File: config.mk
export PLATFORM = sky130hd
export DESIGN_NAME = act_lut_cfg_ctrl
export DESIGN_NICKNAME = d
export VERILOG_FILES = /design/src/rtl/act_pkg.sv /design/src/rtl/act_drain_cnt.sv /design/src/rtl/act_lut_cfg_ctrl.sv
export SDC_FILE = /design/constraint.sdc
export NUM_CORES = 1
export LEC_CHECK = 0
export CAP_MARGIN = 30
export CORE_MARGIN = 8
export CORE_UTILIZATION = 44
export DETAILED_ROUTE_END_ITERATION = 10
export GPL_ROUTABILITY_DRIVEN = 0
export HOLD_SLACK_MARGIN = 0.05
export PLACE_DENSITY = 0.78
export REMOVE_ABC_BUFFERS = 1
export SLEW_MARGIN = 20
export SYNTH_ARGS = -nofsm -noshare
export SYNTH_HDL_FRONTEND = slang
export SYNTH_SLANG_ARGS = --single-unit
File: constraint.sdc
create_clock -name i_clk -period 5.8 [get_ports i_clk]
set_input_delay 0.87 -clock i_clk [delete_from_list [all_inputs] [get_ports i_clk]]
set_output_delay 0.87 -clock i_clk [all_outputs]
set_load 0.01 [all_outputs]
File: src/rtl/act_pkg.sv
// rtl/act_pkg.sv - shared activation-stage types and LUT geometry
package act_pkg;

  typedef enum logic [1:0] {
    IDLE,
    DRAIN,
    LOAD,
    COMMIT
  } state_t;

  localparam logic [1:0] ACT_MODE_RELU = 2'b10;
  localparam int         Q_ENCODE_MAX  = 7;

  localparam int LUT_WIDTH    = 24;
  localparam int ADDR_WIDTH   = 4;
  localparam int LUT_DEPTH    = 16;
  localparam int DRAIN_CYCLES = 3;
  localparam int Q_WIDTH      = 4;

endpackage

File: src/rtl/act_drain_cnt.sv
// rtl/act_drain_cnt.sv - idle-cycle down-counter, restarts whenever a datapath beat is seen
module act_drain_cnt #(
  parameter int DRAIN_CYCLES = 3
) (
  input  logic i_clk,
  input  logic i_rst_n,
  input  logic i_load,
  input  logic i_en,
  input  logic i_activity,
  output logic o_zero
);

  localparam int CW = $clog2(DRAIN_CYCLES + 1);

  logic [CW-1:0] cnt_q;
  logic [CW-1:0] cnt_d;

  always_comb begin
    cnt_d = cnt_q;
    if (i_load || (i_en && i_activity)) begin
      cnt_d = CW'(DRAIN_CYCLES);
    end else if (i_en && (cnt_q != '0)) begin
      cnt_d = cnt_q - CW'(1);
    end
  end

  always_ff @(posedge i_clk or negedge i_rst_n) begin
    if (!i_rst_n) begin
      cnt_q <= '0;
    end else begin
      cnt_q <= cnt_d;
    end
  end

  assign o_zero = (cnt_q == '0);

endmodule

File: src/rtl/act_lut_cfg_ctrl.sv
// rtl/act_lut_cfg_ctrl.sv - activation LUT reload controller with drain, write-through and atomic commit
module act_lut_cfg_ctrl #(
  parameter int LUT_WIDTH    = act_pkg::LUT_WIDTH,
  parameter int ADDR_WIDTH   = act_pkg::ADDR_WIDTH,
  parameter int LUT_DEPTH    = act_pkg::LUT_DEPTH,
  parameter int DRAIN_CYCLES = act_pkg::DRAIN_CYCLES,
  parameter int Q_WIDTH      = act_pkg::Q_WIDTH
) (
  input  logic                  i_clk,
  input  logic                  i_rst_n,
  input  logic                  i_cfg_start,
  input  logic                  i_cfg_abort,
  input  logic [Q_WIDTH-1:0]    i_cfg_q_encode,
  input  logic [1:0]            i_cfg_act_mode,
  input  logic                  i_coe_valid,
  input  logic [LUT_WIDTH-1:0]  i_coe_data,
  output logic                  o_coe_ready,
  input  logic                  i_dp_valid,
  output logic                  o_dp_hold,
  output logic [LUT_WIDTH-1:0]  o_lut_wdata,
  output logic [ADDR_WIDTH-1:0] o_lut_addr,
  output logic                  o_lut_we,
  output logic                  o_lut_en,
  output logic [Q_WIDTH-1:0]    o_q_encode,
  output logic [1:0]            o_act_mode,
  output logic                  o_busy,
  output logic                  o_done,
  output logic                  o_err
);

  import act_pkg::*;

  localparam logic [Q_WIDTH-1:0]    QMAX     = Q_WIDTH'(Q_ENCODE_MAX);
  localparam logic [ADDR_WIDTH-1:0] LAST_IDX = ADDR_WIDTH'(LUT_DEPTH - 1);

  state_t                state_q;
  logic [ADDR_WIDTH-1:0] idx_q;
  logic [Q_WIDTH-1:0]    shadow_q_encode_q;
  logic [1:0]            shadow_act_mode_q;

  logic start_ok;
  logic drain_zero;
  logic accept;

  assign start_ok = (state_q == IDLE) && i_cfg_start && (i_cfg_q_encode <= QMAX);
  assign accept   = (state_q == LOAD) && o_coe_ready && i_coe_valid;

  act_drain_cnt #(
    .DRAIN_CYCLES(DRAIN_CYCLES)
  ) u_drain_cnt (
    .i_clk      (i_clk),
    .i_rst_n    (i_rst_n),
    .i_load     (start_ok),
    .i_en       (state_q == DRAIN),
    .i_activity (i_dp_valid),
    .o_zero     (drain_zero)
  );

  always_ff @(posedge i_clk or negedge i_rst_n) begin
    if (!i_rst_n) begin
      state_q           <= IDLE;
      idx_q             <= '0;
      shadow_q_encode_q <= '0;
      shadow_act_mode_q <= '0;
      o_coe_ready       <= 1'b0;
      o_dp_hold         <= 1'b0;
      o_lut_wdata       <= '0;
      o_lut_addr        <= '0;
      o_lut_we          <= 1'b0;
      o_lut_en          <= 1'b0;
      o_q_encode        <= '0;
      o_act_mode        <= '0;
      o_busy            <= 1'b0;
      o_done            <= 1'b0;
      o_err             <= 1'b0;
    end else begin
      o_lut_we <= 1'b0;
      o_lut_en <= 1'b0;
      o_done   <= 1'b0;
      o_err    <= 1'b0;
      unique case (state_q)
        IDLE: begin
          // Abort is meaningless here, so a simultaneous start still goes ahead.
          if (i_cfg_start) begin
            if (start_ok) begin
              shadow_q_encode_q <= i_cfg_q_encode;
              shadow_act_mode_q <= i_cfg_act_mode;
              state_q           <= DRAIN;
              o_dp_hold         <= 1'b1;
              o_busy            <= 1'b1;
            end else begin
              o_err <= 1'b1;
            end
          end
        end
        DRAIN, LOAD: begin
          if (i_cfg_abort) begin
            state_q     <= IDLE;
            o_coe_ready <= 1'b0;
            o_dp_hold   <= 1'b0;
            o_busy      <= 1'b0;
            o_err       <= 1'b1;
          end else begin
            if (i_cfg_start) begin
              o_err <= 1'b1;
            end
            // A beat arriving on the zero cycle would still be in flight, so wait it out.
            if ((state_q == DRAIN) && drain_zero && !i_dp_valid) begin
              state_q     <= LOAD;
              idx_q       <= '0;
              o_coe_ready <= 1'b1;
            end
            if (accept) begin
              o_lut_we    <= 1'b1;
              o_lut_en    <= 1'b1;
              o_lut_addr  <= idx_q;
              o_lut_wdata <= i_coe_data;
              if (idx_q == LAST_IDX) begin
                state_q     <= COMMIT;
                o_coe_ready <= 1'b0;
                o_q_encode  <= shadow_q_encode_q;
                o_act_mode  <= shadow_act_mode_q;
                o_done      <= 1'b1;
              end else begin
                idx_q <= idx_q + ADDR_WIDTH'(1);
              end
            end
          end
        end
        COMMIT: begin
          if (i_cfg_start) begin
            o_err <= 1'b1;
          end
          state_q   <= IDLE;
          o_dp_hold <= 1'b0;
          o_busy    <= 1'b0;
        end
        default: state_q <= IDLE;
      endcase
    end
  end

endmodule

==> summary.txt <==
Status
  • Outcome: completed

Final layout
  • Commonest non-fill, non-tap cell in the layout: nand2_1
  • Final Non-Filler Cells: 366
  • Area Overhead vs Synth: 38.7%
  • Layout cells sized above 1: 0.0878
  • Nets@finish: 339
  • Most frequent cells in the layout: nand2_1, clkdlybuf4s50_1, dfrtp_1, o21ai_0, ha_1
  • Diodes inserted: 0

CTS
  • Maximum clock insertion buffer count: 2
  • CTS Hold Bufs: 0
  • CTS resizes: 0
  • Clock Latency Late Sink: 0.30 ns
  • Clock sink count: 53
  • Register clock-pin slew on the reported worst setup and hold paths: 0.09 ns
  • Setup bufs post-CTS: 0
  • CTS tree: built
  • Clk root buf: clkbuf_8
  • H-tree level count: 2
  • Clock buffer count from CTS: 5

Floorplanning
  • Die area: 0.00775 sq mm
  • Starting Density: 0.453
  • Core box area: 0.00504 sq mm
  • Row cnt: 26
  • Io pins: 77
  • Die Wd: 88.0 microns
  • Die H: 88.0 microns

STA
  • Fmax: 346 MHz
  • Clock period minus worst slack: 2.89 ns
  • Setup Viol. Count Final: 0
  • Hold Violations, Final: 0
  • RSZ-0062 raised after global routing: false
  • Part of the cycle the worst path needs: 0.498
  • Fin Clk Skew: 0.00614 ns
  • Setup TNS: 0 ns
  • Max-slew headroom: 0.559
  • Worst-margin pin slew: 0.662 ns
  • Max-slew violation count: 0

Power and ir drop
  • Leak: 1.56 nW
  • Peak VDD IR: 0.235 mV
  • PD cells: 257 mW/mm^2

Yosys
  • Yosys warning total: 0
  • Synth Instances: 220
  • Asr flop ratio synth: 1.00
  • Yosys top cell area share: 0.581
  • Primary FF master, synth: dfrtp_1
  • Sequential area share after synthesis: 0.581
  • Number of synthesized register bits: 53
  • EDFF count, synth: 0
  • Synth area leaders: dfrtp_1, nand2_1, mux2_4
  • Mean Syn Cell Area: 10.4 sq um
  • Post-synth top area cell: dfrtp_1
  • Post-Syn Area: 0.00228 sq mm
  • Distinct cell type count after synthesis: 33

Flow run
  • Max-cap viol count: 0

Critical path
  • Critical Path AT: 3.08 ns
  • CP Launch Type: input port
  • CP max FO: 31
  • CP required: 5.99 ns
  • Worst setup path category: input port to flip-flop
  • CP endpoint kind: flip-flop

Placement
  • Placed cells: 359
  • Post-DP HPWL: 3780 microns
  • IO Port Bufs: 76

Detailed routing
  • Vias: 1740
  • Post-Route WL: 5110 microns
  • First-pass DRT Iterations: 4
  • Via/cell ratio: 4.75
  • DRC viols: 0
  • Routed len/inst: 14.0 microns
  • Initial DRC count: 72
  • ANT nets after route: 0

Global routing
  • Largest net degree at the start of global routing: 54
  • GRT overflow: 0
  • Global-route wire length before repair: 8340 microns
  • Initial antenna violation count: 0
  • Gr usage total: 0.137
  • Vias in the first global route: 1782

Min path
  • Worst hold path type: flip-flop to flip-flop
==> critical path, cell delays in order <==
cell and delay [ns]:
clkdlybuf4s50_1 0.49, nand2b_2 0.16, or2_1 0.50, clkinv_2 0.51, and3_1 0.33, a31o_2 0.21
==> stage by stage <==
step	instance area (sq um)	util	setup WS, ns	power [mW]	hold WS [ns]
2_1_floorplan	2220	-	2.96	0.532	0.454
3_5_place_dp	3070	0.610	2.56	0.612	0.461
3_3_place_gp	3070	0.610	2.60	0.608	0.457
6_report	3160	0.628	2.91	0.813	0.477
4_1_cts	3160	0.628	2.88	0.823	0.484
5_1_grt	3160	0.628	2.69	0.854	0.500
==> cells by family (layout without fill, tap and decap cells) <==
kind of cell,after synthesis,after routing,share of synthesized area
buffers and inverters,16,92,0.0411
adders and majority gates,7,7,0.0384
muxes,13,13,0.0735
AOI/OAI and AO/OA,22,22,0.0592
and+or+nand+nor,109,109,0.207
DFF,53,53,0.581
==> flip-flops by register name (all words and copies together) (netlist names), 2 cells and up <==
signal and flops:
o_lut_addr 4, o_q_encode 4, state_q 2, idx_q 4, u_drain_cnt.cnt_q 2, shadow_q_encode_q 4
shadow_act_mode_q 2, o_lut_wdata 24, o_act_mode 2
==> routing by layer <==
metal | GRT usage | part of all wire | vias to the layer above
li1 | - | - | 859
met1 | 0.164 | 0.44 | 813
met2 | 0.220 | 0.45 | 61
met3 | 0.0507 | 0.10 | 7
met4 | 0.0507 | 0.012 | 0
met5 | 0 | 0 | -
==> power breakdown <==
part	switching [mW]	total, mW	internal (mW)
registers	0.0209	0.426	0.406
clock network	0.115	0.210	0.0946
logic	0.0768	0.177	0.100
==> cell usage after synthesis (3+ instances only) <==
cell	n
a21oi_1	5
buf_6	3
dfrtp_1	53
ha_1	7
inv_1	6
mux2_2	6
mux2_4	6
nand2_1	87
nand3_1	5
nor2_1	4
o21a_1	3
o21ai_0	7
==> path summary, 6_finish.rpt <==
path,start,end,slack [ns],cells past startpoint
setup / recovery,i_cfg_abort,idx_q[1]$_DFFE_PN0P_,2.91,6
hold / removal,o_lut_wdata[15]$_DFFE_PN0P_,o_lut_wdata[15]$_DFFE_PN0P_,0.48,2
setup reg to reg,state_q[0]$_DFFE_PN0P_,idx_q[1]$_DFFE_PN0P_,3.12,7
hold reg to reg,o_lut_wdata[15]$_DFFE_PN0P_,o_lut_wdata[15]$_DFFE_PN0P_,0.48,2
max in group asynchronous,i_rst_n,o_lut_wdata[11]$_DFFE_PN0P_,4.68,2
min in group asynchronous,i_rst_n,o_q_encode[1]$_DFFE_PN0P_,0.67,2
==> layout make-up <==
type | instances | area, sq um
Clock inverter | 1 | 7.51
Timing Repair Buffer | 78 | 771
Tap cell | 70 | 87.6
Inverter | 7 | 27.5
Sequential cell | 53 | 1330
Multi-Input combinational cell | 151 | 862
Clock buffer | 6 | 82.6
Fill cell | 441 | 1880
Power figures use the tool's default switching activity.
